`src/rtl/param_watch.sv`:
```
// rtl/param_watch.sv - time-of-day counter with load, 12/24 h display and 4-digit 7-segment scan
module param_watch #(
  parameter int CLK_HZ       = 100000000,
  parameter int REFRESH_BITS = 20
) (
  input  logic       clk,
  input  logic       reset,
  input  logic       enable,
  input  logic       mode_12h,
  input  logic       disp_sel,
  input  logic       load,
  input  logic [4:0] load_hrs,
  input  logic [5:0] load_min,
  input  logic [5:0] load_sec,
  output logic [4:0] hrs,
  output logic [5:0] min,
  output logic [5:0] sec,
  output logic       pm,
  output logic       tick,
  output logic       load_err,
  output logic [3:0] Anode_Activate,
  output logic [6:0] Cathode_Activate
);

  localparam int PW = (CLK_HZ > 1) ? $clog2(CLK_HZ) : 1;
  localparam logic [PW-1:0] PRESC_MAX = PW'(CLK_HZ - 1);

  logic [PW-1:0]           presc_q, presc_d;
  logic [4:0]              hrs_q, hrs_d;
  logic [5:0]              min_q, min_d;
  logic [5:0]              sec_q, sec_d;
  logic                    tick_q, tick_d;
  logic                    load_err_q, load_err_d;
  logic [REFRESH_BITS-1:0] refresh_q;

  logic                    load_ok;
  logic [4:0]              disp_hour;
  logic [5:0]              left_val, right_val;
  logic [3:0]              digit;

  function automatic logic [6:0] seg_code(input logic [3:0] d);
    case (d)
      4'd0:    seg_code = 7'b0000001;
      4'd1:    seg_code = 7'b1001111;
      4'd2:    seg_code = 7'b0010010;
      4'd3:    seg_code = 7'b0000110;
      4'd4:    seg_code = 7'b1001100;
      4'd5:    seg_code = 7'b0100100;
      4'd6:    seg_code = 7'b0100000;
      4'd7:    seg_code = 7'b0001111;
      4'd8:    seg_code = 7'b0000000;
      4'd9:    seg_code = 7'b0000100;
      default: seg_code = 7'b0000001;
    endcase
  endfunction

  // Next time/prescaler: a valid load beats a due second; a rejected load lets the advance proceed.
  always_comb begin
    presc_d    = presc_q;
    hrs_d      = hrs_q;
    min_d      = min_q;
    sec_d      = sec_q;
    tick_d     = 1'b0;
    load_ok    = load && (load_hrs <= 5'd23) && (load_min <= 6'd59) && (load_sec <= 6'd59);
    load_err_d = load && !load_ok;
    if (load_ok) begin
      hrs_d   = load_hrs;
      min_d   = load_min;
      sec_d   = load_sec;
      presc_d = '0;
    end else if (enable) begin
      if (presc_q == PRESC_MAX) begin
        presc_d = '0;
        tick_d  = 1'b1;
        if (sec_q == 6'd59) begin
          sec_d = '0;
          if (min_q == 6'd59) begin
            min_d = '0;
            hrs_d = (hrs_q == 5'd23) ? 5'd0 : hrs_q + 5'd1;
          end else begin
            min_d = min_q + 6'd1;
          end
        end else begin
          sec_d = sec_q + 6'd1;
        end
      end else begin
        presc_d = presc_q + 1'b1;
      end
    end
  end

  // Timekeeping state register.
  always_ff @(posedge clk or negedge reset) begin
    if (!reset) begin
      presc_q    <= '0;
      hrs_q      <= '0;
      min_q      <= '0;
      sec_q      <= '0;
      tick_q     <= 1'b0;
      load_err_q <= 1'b0;
    end else begin
      presc_q    <= presc_d;
      hrs_q      <= hrs_d;
      min_q      <= min_d;
      sec_q      <= sec_d;
      tick_q     <= tick_d;
      load_err_q <= load_err_d;
    end
  end

  // Free-running scan counter; runs regardless of enable.
  always_ff @(posedge clk or negedge reset) begin
    if (!reset) begin
      refresh_q <= '0;
    end else begin
      refresh_q <= refresh_q + 1'b1;
    end
  end

  // Pick the digit pair and the scanned digit, then encode it.
  always_comb begin
    if (!mode_12h)             disp_hour = hrs_q;
    else if (hrs_q == 5'd0)    disp_hour = 5'd12;
    else if (hrs_q > 5'd12)    disp_hour = hrs_q - 5'd12;
    else                       disp_hour = hrs_q;
    left_val  = disp_sel ? {1'b0, disp_hour} : min_q;
    right_val = disp_sel ? min_q : sec_q;
    case (refresh_q[REFRESH_BITS-1 -: 2])
      2'b00: begin Anode_Activate = 4'b0111; digit = 4'(left_val / 6'd10);  end
      2'b01: begin Anode_Activate = 4'b1011; digit = 4'(left_val % 6'd10);  end
      2'b10: begin Anode_Activate = 4'b1101; digit = 4'(right_val / 6'd10); end
      default: begin Anode_Activate = 4'b1110; digit = 4'(right_val % 6'd10); end
    endcase
    Cathode_Activate = seg_code(digit);
  end

  assign hrs      = hrs_q;
  assign min      = min_q;
  assign sec      = sec_q;
  assign pm       = (hrs_q >= 5'd12);
  assign tick     = tick_q;
  assign load_err = load_err_q;

endmodule

```
`config.mk`:
```
export PLATFORM = sky130hd
export DESIGN_NAME = param_watch
export DESIGN_NICKNAME = d
export VERILOG_FILES = /design/src/rtl/param_watch.sv
export SDC_FILE = /design/constraint.sdc
export NUM_CORES = 1
export LEC_CHECK = 0
export CORE_MARGIN = 2
export CORE_UTILIZATION = 54
export CTS_BUF_LIST = sky130_fd_sc_hd__clkbuf_16
export DETAILED_ROUTE_END_ITERATION = 12
export GPL_ROUTABILITY_DRIVEN = 0
export PLACE_DENSITY = 0.77
export SYNTH_ARGS = -nofsm -noshare
export SYNTH_HDL_FRONTEND = slang
export SYNTH_SLANG_ARGS = --single-unit
```
`constraint.sdc`:
```
create_clock -name clk -period 5.3 [get_ports clk]
set_input_delay 1.06 -clock clk [delete_from_list [all_inputs] [get_ports clk]]
set_output_delay 1.06 -clock clk [all_outputs]
set_load 0.01 [all_outputs]
```
==> metrics.txt <==
Final setup viols 0; ant diodes 0; Post-synth ARST share 100%; layout cells sized above 1 25.8%; final core occ 74.6%; placed cell areas 0.00581 sq mm; EDFF count, synth 0; max cap viols 0; cell repeated most along the worst path buf_4; detailed-route wire length per cell 16.2 um; CP startpoint kind primary input; RSZ-0062 raised after global routing true; drt first pass iters 5; initial DRC count 260; Die X 98.3 um; R2R Path Start presc_q[20]; Switch Pwr 1.07 mW; cells along the critical path buf_8 -> and3b_2 -> a211oi_4 -> buf_4 -> o21ai_4 -> buf_6 -> mux2i_4 -> buf_4 -> ha_1 -> buf_4 -> o311ai_4 -> a22oi_2 -> o311ai_4 -> ha_2 -> inv_1 -> or2_1 -> mux2i_1 -> buf_2; drt via density 5.96; Final min period 5.23 ns; cell count after synthesis 546; CP delay by family, top buffers and inverters; RR Endpoint hrs[0]; port bufs 53; CP Max Fanout 5; Hold Crit Class reg2reg; CP arrival 4.17 ns; Gate power share 54.0%; pin count of the biggest net entering global routing 67; die area 0.00967 sq mm; M3 GR Usage 4.44%; via count 4,639; Starting Density 55.3%; fin crit share 98.6%; wire length of the first global-routing pass 20,700 um; non-filler cells, final 778; number of antenna violations at the first check in global routing 0; leading register cell type out of synthesis dfrtp_1; detailed-route DRC error count 0; worst r2r path cells 11; clock share of power 21.7%; worst reg-to-reg setup slack 1.70 ns; Yosys top cell by area dfrtp_1; overall routing resource usage 25.9%; post-synthesis cell type count 88; Setup Slack @ Placement -0.717 ns; critical path buffer and inverter count 7; core box area 0.00868 sq mm; Lkg Pwr 2.77 nW; post-DP HPWL 8840 um; Layout area overhead 34.7%; Slew Viols, Final 0; min-delay src refresh_q[17]; syn_nets 589; Worst setup EP type output port; met1 GRT Util 34.2%; sequential power share 24.3%; Mean Syn Cell Area 8.80 sq um; met2 Resource Use GR 43.1%; Synth area leaders dfrtp_1, o21ai_0, ha_1, nand2_1, nor2_1; clock skew 0.00879 ns; Worst EP required 4.24 ns; slowest CP cell o311ai_4; WL final 12,600 um; number of CTS-inserted buffers 9; top cell type's share of synthesized area 34.4%; clock buffer depth 2; Seq/Total Area, Yosys 34.4%; total negative slack 0 ns; post-route ant nets 0; Post-layout nets 708; status finished, final reports clean; switching share of power 38.8%; die span in y 98.3 um; Root Driver clkbuf_16; largest stage delay on the critical path 0.34 ns; Slew HR 40.6%; Fin Hold WS 0.471 ns; Int Power 1.68 mW; total power 2.75 mW; H-tree depth 3; final instance area 0.00647 sq mm; Ys Warns 0; placed cell count 749; Hold Path End refresh_q[17]; Hold Path Depth 1; clock slew at reported path FFs 0.06 ns; worst-margin pin slew 0.885 ns; Clock Latency Late Sink 0.33 ns; CTS tree done; Rows 34; vias in the first global route 4,466; VDD IR max 0.237 mV; final worst slack 0.0744 ns; Mapped Area 0.00480 sq mm; CTS Hold Bufs 0; Final Hold Fails 0; Power Density 425 mW/mm^2; global routing's busiest layer met2; clock sink count 66; Synth Register Bits 66; IO Pins 54; crit path kind in2out; max frequency 191 MHz; grt ovf 0
==> cells in the mapped netlist (3+ instances only) <==
cell      number
dfrtp_1       66
nand2_1       56
o21ai_0       55
nor2_1        46
nand3_1       29
a21oi_1       23
ha_1          20
and3_1        16
inv_1         16
xnor2_1       16
nand4_1       13
nor3_1        13
xor2_1        12
clkbuf_1      10
a31oi_1        9
nand2b_1       8
and2_1         7
mux2i_1        7
nor2b_1        7
o31ai_1        5
buf_2          4
nand3b_1       4
o211ai_1       4
a21o_1         3
and3b_1        3
and4_1         3
buf_6          3
inv_2          3
nand3_2        3
nand4b_1       3
nor3b_1        3
nor4_1         3
o221ai_1       3
==> layout by cell type, fill, tap and decap left out, types with 16 or more instances in the layout <==
master,instances
buf_4,70
dfrtp_1,65
nand2_1,56
o21ai_0,54
nor2_1,45
clkdlybuf4s50_1,43
nand3_1,28
a21oi_1,19
and3_1,16
==> sequential cells by signal (all words and copies together) (netlist names) <==
register	flops
refresh_q	20
presc_q	27
sec	6
min	6
load_err	1
tick	1
hrs	5
==> cell families after synthesis <==
kind of cell,Yosys count,share of synthesized area (%)
and+or+nand+nor,234,26.2
muxes,12,2.97
xor gates and xnor gates,28,5.11
buffers and inverters,42,4.40
DFF,66,34.4
adders and majority gates,20,5.21
AOI/OAI and AO/OA,144,21.7
==> area by class of cell <==
| class | count | area (sq um) |
|---|---|---|
| multi-input combinational | 438 | 3220 |
| inverter | 21 | 81.3 |
| clock inverter | 7 | 77.6 |
| fill | 617 | 2210 |
| tap | 108 | 135 |
| timing repair buffer | 129 | 1080 |
| clock buffer | 9 | 225 |
| sequential | 66 | 1650 |
==> repair_timing <==
item,4_1_cts,5_1_grt
gates resized for setup,43,48
buffers inserted,5,8
pin swaps,14,29
gates cloned,0,0
endpoints found under the setup margin,7,7
==> power groups by stage <==
stage	logic, mW	clock network, mW	registers [mW]
finish	1.49	0.597	0.668
global route	1.61	0.629	0.674
CTS	1.27	0.609	0.663
detailed placement	1.26	0	0.670
global placement	1.23	0	0.668
floorplan	0.684	0	0.668
==> how the worst max path moves through the flow <==
stage                     slack (ns)  depth (start not counted)             endpoint  startpoint
after global routing           -0.02                         19  Cathode_Activate[1]    mode_12h
after global placement         -0.62                         18  Cathode_Activate[1]    mode_12h
after detailed placement       -0.72                         18  Cathode_Activate[2]    disp_sel
after CTS                       0.01                         19  Cathode_Activate[1]    mode_12h
after floorplan                 0.30                         15  Cathode_Activate[5]    disp_sel
final                           0.07                         18  Cathode_Activate[2]    mode_12h
==> per-layer routing <==
| metal | wire [um] | part of all wire, % | up-vias |
|---|---|---|---|
| met5 | 0 | 0 | - |
| li1 | - | - | 2242 |
| met4 | 247 | 2.0 | 0 |
| met2 | 6350 | 50 | 135 |
| met3 | 584 | 4.6 | 19 |
| met1 | 5400 | 43 | 2243 |
(Power assumes the default switching activity.)
